[config.mk]
export PLATFORM = sky130hd
export DESIGN_NAME = piso_serializer
export DESIGN_NICKNAME = d
export VERILOG_FILES = /design/src/rtl/piso_serializer.sv
export SDC_FILE = /design/constraint.sdc
export NUM_CORES = 1
export LEC_CHECK = 0
export ABC_AREA = 1
export BUFFER_PORTS_ARGS = -buffer_cell sky130_fd_sc_hd__buf_2
export CAP_MARGIN = 25
export CORE_AREA = 2 2 39 41
export DETAILED_ROUTE_END_ITERATION = 10
export DIE_AREA = 0 0 41 43
export PLACE_DENSITY_LB_ADDON = 0.08
export SLEW_MARGIN = 30
export SYNTH_ARGS = -nofsm -noshare
export SYNTH_HDL_FRONTEND = slang
export SYNTH_SLANG_ARGS = --single-unit
[constraint.sdc]
create_clock -name clk -period 1.28 [get_ports clk]
set_input_delay 0.384 -clock clk [delete_from_list [all_inputs] [get_ports clk]]
set_output_delay 0.384 -clock clk [all_outputs]
set_load 0.02 [all_outputs]
[src/rtl/piso_serializer.sv]
// Parallel-in serial-out serializer: accepts a WIDTH-bit word and streams it LSB first.
// Optional even-parity trailer bit when PISO_PARITY_EN is defined.
module piso_serializer #(
    parameter int WIDTH = 4
) (
    input  logic             clk,
    input  logic             rst,
    input  logic             en,
    input  logic [WIDTH-1:0] d,
    input  logic             load_valid,
    output logic             load_ready,
    output logic             sout,
    output logic             sout_valid,
    output logic             busy,
    output logic             done
);

    localparam int CW = $clog2(WIDTH);
    localparam logic [CW-1:0] LAST = CW'(WIDTH - 1);

`ifdef PISO_PARITY_EN
    typedef enum logic [1:0] {IDLE, SHIFT, PARITY} state_t;
`else
    typedef enum logic [1:0] {IDLE, SHIFT} state_t;
`endif

    state_t           state_q, state_d;
    logic [WIDTH-1:0] shift_q, shift_d;
    logic [CW-1:0]    cnt_q, cnt_d;
    logic             done_q, done_d;
    logic             accept;
`ifdef PISO_PARITY_EN
    logic             par_q, par_d;
`endif

    assign load_ready = (state_q == IDLE) && !rst;
    assign accept     = load_valid && load_ready;

    always_comb begin
        state_d = state_q;
        shift_d = shift_q;
        cnt_d   = cnt_q;
        done_d  = done_q;
`ifdef PISO_PARITY_EN
        par_d   = par_q;
`endif
        // done is a one-enabled-cycle pulse, so it only changes on enabled edges
        if (en) begin
            done_d = 1'b0;
            case (state_q)
                IDLE: begin
                    if (accept) begin
                        shift_d = d;
                        cnt_d   = '0;
                        state_d = SHIFT;
`ifdef PISO_PARITY_EN
                        par_d   = ^d;
`endif
                    end
                end
                SHIFT: begin
                    shift_d = shift_q >> 1;
                    if (cnt_q == LAST) begin
                        cnt_d = '0;
`ifdef PISO_PARITY_EN
                        state_d = PARITY;
`else
                        state_d = IDLE;
                        done_d  = 1'b1;
`endif
                    end else begin
                        cnt_d = cnt_q + CW'(1);
                    end
                end
`ifdef PISO_PARITY_EN
                PARITY: begin
                    state_d = IDLE;
                    done_d  = 1'b1;
                end
`endif
                default: state_d = IDLE;
            endcase
        end
    end

    always_ff @(posedge clk) begin
        if (rst) begin
            state_q <= IDLE;
            shift_q <= '0;
            cnt_q   <= '0;
            done_q  <= 1'b0;
`ifdef PISO_PARITY_EN
            par_q   <= 1'b0;
`endif
        end else begin
            state_q <= state_d;
            shift_q <= shift_d;
            cnt_q   <= cnt_d;
            done_q  <= done_d;
`ifdef PISO_PARITY_EN
            par_q   <= par_d;
`endif
        end
    end

    always_comb begin
        sout       = 1'b0;
        sout_valid = 1'b0;
        busy       = 1'b0;
        case (state_q)
            SHIFT: begin
                sout       = shift_q[0];
                sout_valid = 1'b1;
                busy       = 1'b1;
            end
`ifdef PISO_PARITY_EN
            PARITY: begin
                sout       = par_q;
                sout_valid = 1'b1;
                busy       = 1'b1;
            end
`endif
            default: ;
        endcase
    end

    assign done = done_q;

endmodule

# Yosys cells after proc, flatten, opt, wreduce, memory -nomap -nowiden

Index checks and enable logic that the tools add are counted.

Bits in registers: 9
Output and inout port bits: 5

Mux-type cells: 12
Equality and inequality tests: 4
Reductions and logical operators: 7
$add $sub $neg: 1

Operator list:

| cell                  | number |
|---|---|
| $mux W2               | 4 |
| $pmux W2 S2           | 2 |
| $pmux W4 S2           | 1 |
| $reduce_and A3 Y1     | 2 |
| $mux W1               | 4 |
| $mux W4               | 1 |
| $ne A2 B2 Y1 const B  | 2 |
| $add A2 B1 Y2 const B | 1 |
| $eq A2 B1 Y1 const B  | 1 |
| $eq A2 B2 Y1 const B  | 1 |
| $logic_and A1 B1 Y1   | 2 |
| $logic_not A2 Y1      | 1 |
| $reduce_bool A2 Y1    | 1 |
| $logic_not A1 Y1      | 1 |

# Logic depth before layout (Yosys ltp)

Gate-level depths: netlist (run 1).

Depth after elaboration: 5
Depth in mapped cells: 7
Depth with buffers taken out: 7

# Worst setup path before layout (run 1)

Ideal clock, no wire load.

Path kind: reg-to-output
Start: register state_q[0]
End: output port sout
Data required time: 0.896 ns
Buffers on the path: 0
Data arrival time: 0.762 ns
Slack: 0.134 ns
Stages on the path, launching flop included: 3
Cell sequence: dfxtp_1 > nand2_1 > inv_1

Cells in the longest elaborated chain, start to end: 2

Ends and longest elaborated chain:

| what                     | line | RTL |
|---|---|---|
| start: declaration       | 27   | `state_t state_q, state_d;` |
| start signal: assignment | 96   | `state_q <= state_d;` |
| $eq A2 B1 Y1             | 110  | `case (state_q)` |
| $mux W1                  | 110  |  |
| end: declaration         | 12   | `output logic sout,` |

Every way passes these cells.

# Worst setup path after layout (run 1)

Start: register state_q[0]
End: output port load_ready

Cells in the longest elaborated chain, start to end: 2

Ends and longest elaborated chain:

| what                | line | RTL |
|---|---|---|
| $logic_not A2 Y1    | 36   | `assign load_ready = (state_q == IDLE) && !rst;` |
| $logic_and A1 B1 Y1 | 36   |  |
| end: declaration    | 11   | `output logic load_ready,` |

Every way passes these cells.

==> flow_results.org, run 1 <==
** Power and ir drop
- Clock network power share :: 0.337
- Leakage power figure :: 0.3030 nW
- Proportion of power drawn by combinational gates :: 0.191
- Maximum resistive drop on vdd :: 0.4338 mV
- Power per standard cell area :: 1062 nW/um^2
- Sequential group share of total power :: 0.472
- Of the total power, the share spent switching nets is 0.2815.
- The internal portion of the total power is 0.0004144 W.
- Sw power :: 0.0001623 W

** Synthesis
- Post-synthesis sequential area ratio :: 0.3855
- Number of cells produced by synthesis :: 61
- After synthesis, the netlist uses 15 different library cells.
- Yosys printed 0 warnings.
- A synthesized cell averages 6.810 um^2.
- Synth Cell Area :: 415.4 um^2
- The synthesized design contains 8 register bits.
- Net count of the mapped netlist :: 70

** Drt
- Total detailed-routing wirelength :: 843 um
- DR vias :: 414
- In the final routed layout, each cell accounts on average for 9.065 um.
- Number of DRC violations after detailed-routing iteration 0 :: 6
- Detailed-route DRC error count :: 0
- Post-detailed-route via-to-cell ratio :: 4.452
- Number of search-and-repair iterations in the first detailed-routing pass :: 2
- The detail route stage leaves a number of antenna-violating nets equal to 0.

** Floorplan
- Die width :: 41 um
- The die covers 1763 um^2.
- Core region area :: 1384 um^2
- Pin placement for this block handled 13 I/O pins.
- The initial utilization of the core area, before any placement, comes to 0.3002.
- Row cnt :: 14
- The floorplan step set the die height to 43 um.

** Worst setup path
- The worst register-to-register path has a setup slack of 0.28 ns.
- Crit Path Category :: flip-flop to primary output
- Kind of capture point of the worst setup path :: primary output
- Worst R2R Start :: cnt_q[0]
- Count of cells along the worst register-to-register path :: 4
- STA puts the critical path data arrival time at 0.85 ns.
- Tracing the worst setup path back leads to its startpoint at state_q[0].
- Of all nets on the critical path, the largest fanout is 7.
- Capturing element of the worst setup path :: load_ready
- Data required time at the worst endpoint :: 0.90 ns
- STA classifies the critical path startpoint as a flip-flop.
- Worst flop-to-flop path endpoint :: state_q[0]

** Placement
- Count of input and output buffers :: 12
- Pre-CTS WS :: 0.1523 ns
- Weighted congestion reported at the end of routability-driven placement :: 0.6763
- Summed over all nets, the half-perimeter wirelength after detailed placement is 626.9 um.

** Clocking
- The tree is rooted in a clkbuf_4.
- Clock-pin slew was measured on the worst setup and hold paths at 0.06 ns.
- Clock latency at the later pin of the worst-skew pair :: 0.25 ns
- Sinks on Clock Net :: 8
- The number of hold buffers added after CTS was 0.
- TritonCTS created 3 clock buffers.
- TritonCTS built the clock tree.
- In this run the number of H-tree levels came out at 1.
- The clock passes through at most 2 buffers.

** Layout
- Number of fill cells :: 164
- Sequential standard cell area :: 163.9 um^2
- Compared with the post-synthesis result, the final layout area differs by 30.72%.
- Most common library cell in the layout ignoring fill and taps :: nand2_1
- For this run, the post-layout net count is 88.
- Commonest cells after routing, fill and taps aside :: 16 x nand2_1, 10 x buf_2, 7 x inv_1, 7 x dfxtp_1, 6 x nor2_1
- 0 antenna diodes ended up in the layout.
- The multi-input combinational cells in the finished layout cover a total of 219.0 um^2.
- Share of cells above drive strength 1 :: 0.3896

** Global routing
- The number of antenna violations at the first check in global routing was 0.
- Met2 demand-to-capacity share in global routing :: 0.1656
- The first global-routing pass estimated 1400 um of wire.
- Largest net degree at the start of global routing :: 11
- Leftover overflow at the end of global routing :: 0
- In the global route stage, met3 resource usage came out at 0.03141.
- In the global route stage, met1 resource usage came out at 0.1494.
- The number of global-route vias before repair came to 329.
- For this run, the total global-route usage over all layers was measured as 0.1239.
- The global routing stage identified its most utilized layer as met2.

** Outcome
- Result of the run :: finished, final reports clean

** Timing
- The final hold violation count was 0.
- Actual slew at the worst max-slew pin :: 0.1789 ns
- The routed design could run at a clock period as short as 1.239 ns.
- Count of final setup violators :: 0
- Smallest setup slack after layout :: 0.04109 ns
- Measured against its own limit, the worst slew margin works out to 0.8808.
- The count of pins over their slew limit came to 0.
- Based on the critical path, the design can be clocked at up to 807.2 MHz.
- Final worst-path cycle share :: 0.9679
- After routing, the total negative slack on setup checks comes to 0 ns.
- The clock arrives with 0.002534 ns of skew.
- Hold WS :: 0.3534 ns
- Setup repair after global routing could not meet its margin everywhere.

** Hold path
- Origin of the worst min-delay path :: rst
- The tightest min-delay check is of the primary input to flip-flop type.

** Job
- Across the run, the number of max-cap violations was 0.
## synthesized netlist by cell type
| master | n | area [um^2] |
|---|---|---|
| nand2_1 | 17 | 63.81 |
| dfxtp_1 | 8 | 160.2 |
| inv_1 | 7 | 26.28 |
| nor2_1 | 7 | 26.28 |
| nor2_2 | 4 | 25.02 |
| o21ai_0 | 4 | 20.02 |
| a21oi_1 | 2 | 10.01 |
| inv_2 | 2 | 7.510 |
| nand2_2 | 2 | 12.51 |
| nand2_4 | 2 | 22.52 |
| nand3_1 | 2 | 10.01 |
| buf_4 | 1 | 7.510 |
| ha_1 | 1 | 12.51 |
| nand4_1 | 1 | 6.260 |
| nor3_1 | 1 | 5.000 |
## layout make-up
class	instances	area share
sequential	8	0.3018
clock buffer	3	0.04147
tap	16	0.03687
inverter	9	0.06221
timing repair buffer	14	0.1544
multi-input combinational	43	0.4032
## power by group through the flow
| stage | combinational [W] | clock, W | sequential [W] |
|---|---|---|---|
| after floorplan | 0.0000688 | 0 | 0.000281 |
| after CTS | 0.000107 | 0.000207 | 0.000272 |
| after detailed placement | 0.000106 | 0 | 0.000278 |
| after global routing | 0.000125 | 0.000217 | 0.000275 |
| after global placement | 0.000106 | 0 | 0.000278 |
| final | 0.000110 | 0.000194 | 0.000272 |
## how the worst min path moves through the flow
| stage | end | slack (ns) | cells past startpoint |
|---|---|---|---|
| 3_3_place_gp | cnt_q[1] | 0.47 | 2 |
| 4_1_cts | shift_q[3] | 0.33 | 2 |
| 5_1_grt | shift_q[3] | 0.35 | 2 |
| 2_1_floorplan | cnt_q[1] | 0.45 | 2 |
| 6_report | shift_q[3] | 0.35 | 2 |
| 3_5_place_dp | cnt_q[1] | 0.46 | 2 |
## critical path: stages, from the launching register on
cell,delay (ns)
dfxtp_4,0.37
nor2_2,0.10
buf_4,0.14
## sequential cells by signal, summed over array words and instances, names as in the netlist
signal,cells
done,1
cnt_q,2
state_q,1
shift_q,4
## cell families (layout without fill, tap and decap cells)
logic type,after synthesis,in the layout,share of synthesized area
flip-flops,8,8,0.3855
adder cells (fa/ha/maj),1,1,0.03012
AND/OR/NAND/NOR,36,36,0.4126
buffers and inverters,10,26,0.09942
AO/OA/AOI/OAI,6,6,0.07229
## per-layer routing
layer / vias up / wire (um)
li1: 218 / -
met1: 185 / 390
met2: 9 / 395
met3: 2 / 48
met4: 0 / 9
met5: - / 0
## per-stage QoR
stage / util / power (W) / cells / instance area [um^2]
2_1_floorplan: - / 0.0003495 / 61 / 415.4
3_3_place_gp: 0.3580 / 0.0003843 / 89 / 495.5
3_5_place_dp: 0.3580 / 0.0003841 / 89 / 495.5
4_1_cts: 0.3770 / 0.0005854 / 92 / 521.8
5_1_grt: 0.3924 / 0.0006167 / 93 / 543.0
6_report: 0.3924 / 0.0005767 / 93 / 543.0
## timing repair
| action | CTS | global route |
|---|---|---|
| setup buffers | 0 | 1 |
| pin swaps | 0 | 0 |
| cloned | 0 | 0 |
| endpoints found under the setup margin | 4 | 2 |
| resized for setup | 2 | 5 |
No activity file was read; power rests on OpenSTA's default activity.
==> inputs of run 2 (changes only) <==
PLACE_DENSITY_LB_ADDON = unset   (was 0.08)
==> run 2 against run 1 <==
Compared with the run above: routed wire length down 2.6%; sequential share of layout area is 0.64 points higher; non-clock buffer count unchanged; clock-buffer cell count unchanged; sequential cell count stayed put; register-to-register slack worse by 0.10 ns; hold slack worse by 0.011 ns; sequential power about the same; critical path depth did not move; setup slack improved by 0.0042 ns.
==> flow_results.org, run 2 (synthesis gave the netlist of run 1 again) <==
** Layout
- Area growth syn-to-layout :: 28.01% (was 30.72%)
- Count of nets after finishing :: 88 (unchanged)
- The number of antenna cells inserted was 0 (unchanged).
- Commonest cells after routing, fill and taps aside: 17 x nand2_1, 11 x buf_2, 7 x nor2_1, 7 x inv_1, 7 x dfxtp_1 (was 16 x nand2_1, 10 x buf_2, 7 x inv_1, 7 x dfxtp_1, 6 x nor2_1).
- Registers with the highest flip-flop counts :: shift_q x4, cnt_q x2 (unchanged)
- The register name with the most flops is shift_q (unchanged).
- Flip-flop count of the largest register after layout :: 4 (unchanged)
- The fraction of final layout cells with drive strength greater than 1 came to 0.3636 (was 0.3896).
- Most common library cell in the layout ignoring fill and taps :: nand2_1 (unchanged)

** Worst setup path
- The data arrival at the endpoint of the critical path came to 0.85 ns (about the same).
- Crit-path max FO :: 6 (was 7)
- CP max stage cell :: dfxtp_4 (unchanged)
- The number of buffers and inverters on the critical path was 1 (unchanged).
- Setup crit start kind :: flip-flop (unchanged)
- Kind of cell adding the most delay to the critical path :: flip-flops (unchanged)
- Data required time at the worst endpoint :: 0.90 ns (about the same)
- Crit Path Category :: flip-flop to primary output (unchanged)
- Kind of capture point of the worst setup path :: primary output (unchanged)
- Cells along the critical path: nor2_1 > buf_2 (was nor2_2 > buf_4).
- Peak per-stage delay on the critical path :: 0.35 ns (was 0.37 ns)

** Clocking
- TritonCTS clock tree :: yes (unchanged)
- Number of levels in the clock H-tree :: 1 (unchanged)
- The clock latency on the worst-skew pair was 0.25 ns (about the same).
- Total CTS buffers :: 3 (unchanged)
- Sinks on Clock Net :: 8 (unchanged)
- The worst-case clock buffer depth was 2 (unchanged).
- CTS Hold Bufs :: 0 (unchanged)
- Clock transition at the registers of the reported paths :: 0.05 ns (was 0.06 ns)
- The root buffer cell was clkbuf_4 (unchanged).

** Drt
- The number of design rule violations left after detail routing came to 0 (unchanged).
- Remaining antenna violation count after routing :: 0 (unchanged)
- The total iterations of the first detailed-routing run is 4 (was 2).
- DR vias :: 399 (was 414)
- Post-detailed-route via-to-cell ratio :: 4.290 (was 4.452)
- The post-detailed-route wirelength per cell came to 8.828 um (was 9.065 um).
- Total detailed-routing wirelength :: 821 um (was 843 um)
- Number of DRC violations after detailed-routing iteration 0 :: 9 (was 6)

** Timing
- Final sum of negative setup slack :: 0 ns (unchanged)
- Worst-case clock skew :: 0.005826 ns (was 0.002534 ns)
- Setup repair after global routing missed its margin :: no (was yes)
- Worst rel slew slack :: 0.8886 (was 0.8808)
- The shortest period the worst path allows was 1.235 ns (was 1.239 ns).
- The count of pins over their slew limit is 0 (unchanged).
- Top achievable clock speed :: 809.9 MHz (was 807.2 MHz)
- The final setup violation count is 0 (unchanged).
- Actual slew at the worst max-slew pin :: 0.1672 ns (was 0.1789 ns)
- Final Hold Viols :: 0 (unchanged)
- Final worst-path cycle share :: 0.9646 (was 0.9679)

** Placement
- The HPWL after detailed placement was 604.4 um (was 626.9 um).
- The weighted congestion at the end of routability-driven global placement is 0.7017 (was 0.6763).
- Count of input and output buffers :: 12 (unchanged)

** Power and ir drop
- The overall power was 0.0005694 W (was 0.0005767 W).
- The static leakage was 0.3005 nW (was 0.3030 nW).
- The power density of the placed cells came to 1071 nW/um^2 (was 1062 nW/um^2).
- The largest voltage drop on the vdd net is 0.5446 mV (was 0.4338 mV).
- Sw power :: 0.0001570 W (was 0.0001623 W)
- The share of total power in the clock network was 0.334 (was 0.337).
- The cell internal power dissipation was 0.0004124 W (was 0.0004144 W).
- Proportion of total power due to net switching :: 0.2758 (was 0.2815)
- The proportion of power drawn by combinational gates was 0.190 (was 0.191).
- The share of power burned in registers came to 0.476 (was 0.472).

** Global routing
- The number of global-route vias before repair is 334 (was 329).
- The total grt overflow is 0 (unchanged).
- Largest net degree at the start of global routing :: 11 (unchanged)
- The number of antenna violations at the first check in global routing was 0 (unchanged).
- The global-route usage over all layers was 0.1208 (was 0.1239).
- Wire length of the first global-routing pass :: 1386 um (was 1400 um)

** Floorplan
- The height of the die is 43 um (unchanged).
- The effective utilization at floorplan was 0.3002 (unchanged).
- The area inside the core boundary is 1384 um^2 (unchanged).
- The die outline area is 1763 um^2 (unchanged).
- The width of the chip came to 41 um (unchanged).
- The boundary pin count is 13 (unchanged).
- The floorplan row count is 14 (unchanged).

** Job
- The number of maximum-capacitance violations is 0 (unchanged).

** Outcome
- Result of the run :: finished, final reports clean (unchanged)

** Hold path
- Path class of the lowest-slack min-delay path :: primary input to flip-flop (unchanged)
==> run 2: cell counts in the layout (fill, tap and decap cells not counted) <==
No cell type changed its count.
==> run 2: layout make-up <==
| class | count | area, um^2 |
|---|---|---|
| fill | 154 | 852.1 |
| multi-input combinational | 43 | 214.0 |
| sequential | 8 | 163.9 |
| timing repair buffer | 14 | 77.57 |
| inverter | 9 | 33.78 |
| clock buffer | 3 | 22.52 |
| tap | 16 | 20.02 |
==> run 2: routing by layer <==
layer,share of wire,vias to the layer above,global-route usage
met5,0,-,0
met2,0.44,11,0.1531
met4,0,0,0.04000
met1,0.50,167,0.1526
met3,0.065,0,0.09424
li1,-,221,-
==> run 2: timing repair <==
item	CTS	global route
setup endpoints to repair	4	2
buffers inserted	0	1
resized for setup	2	1
==> run 2: through the flow <==
stage	area [um^2]	std cells	setup slack [ns]	hold slack (ns)	utilization
detailed placement	495.5	89	0.1422	0.4694	0.3580
global route	531.8	93	0.004088	0.3379	0.3843
floorplan	415.4	61	0.1344	0.4468	-
global placement	495.5	89	0.1521	0.4619	0.3580
CTS	521.8	92	0.005982	0.3344	0.3770
finish	531.8	93	0.04530	0.3425	0.3843
==> run 2: path summary, 6_finish.rpt <==
| kind | cells past startpoint | startpoint | to | slack (ns) |
|---|---|---|---|---|
| max reg2reg | 7 | state_q[0] | shift_q[3] | 0.18 |
| min | 2 | rst | state_q[0] | 0.34 |
| min reg2reg | 2 | cnt_q[1] | cnt_q[1] | 0.48 |
| max | 2 | state_q[0] | load_ready | 0.05 |
==> run 2: power by group through the flow <==
stage,logic (W),registers (W),clock network [W]
after detailed placement,0.000105,0.000278,0
after floorplan,0.0000688,0.000281,0
after CTS,0.000106,0.000272,0.000205
after global routing,0.000124,0.000273,0.000222
final,0.000108,0.000271,0.000190
after global placement,0.000104,0.000278,0
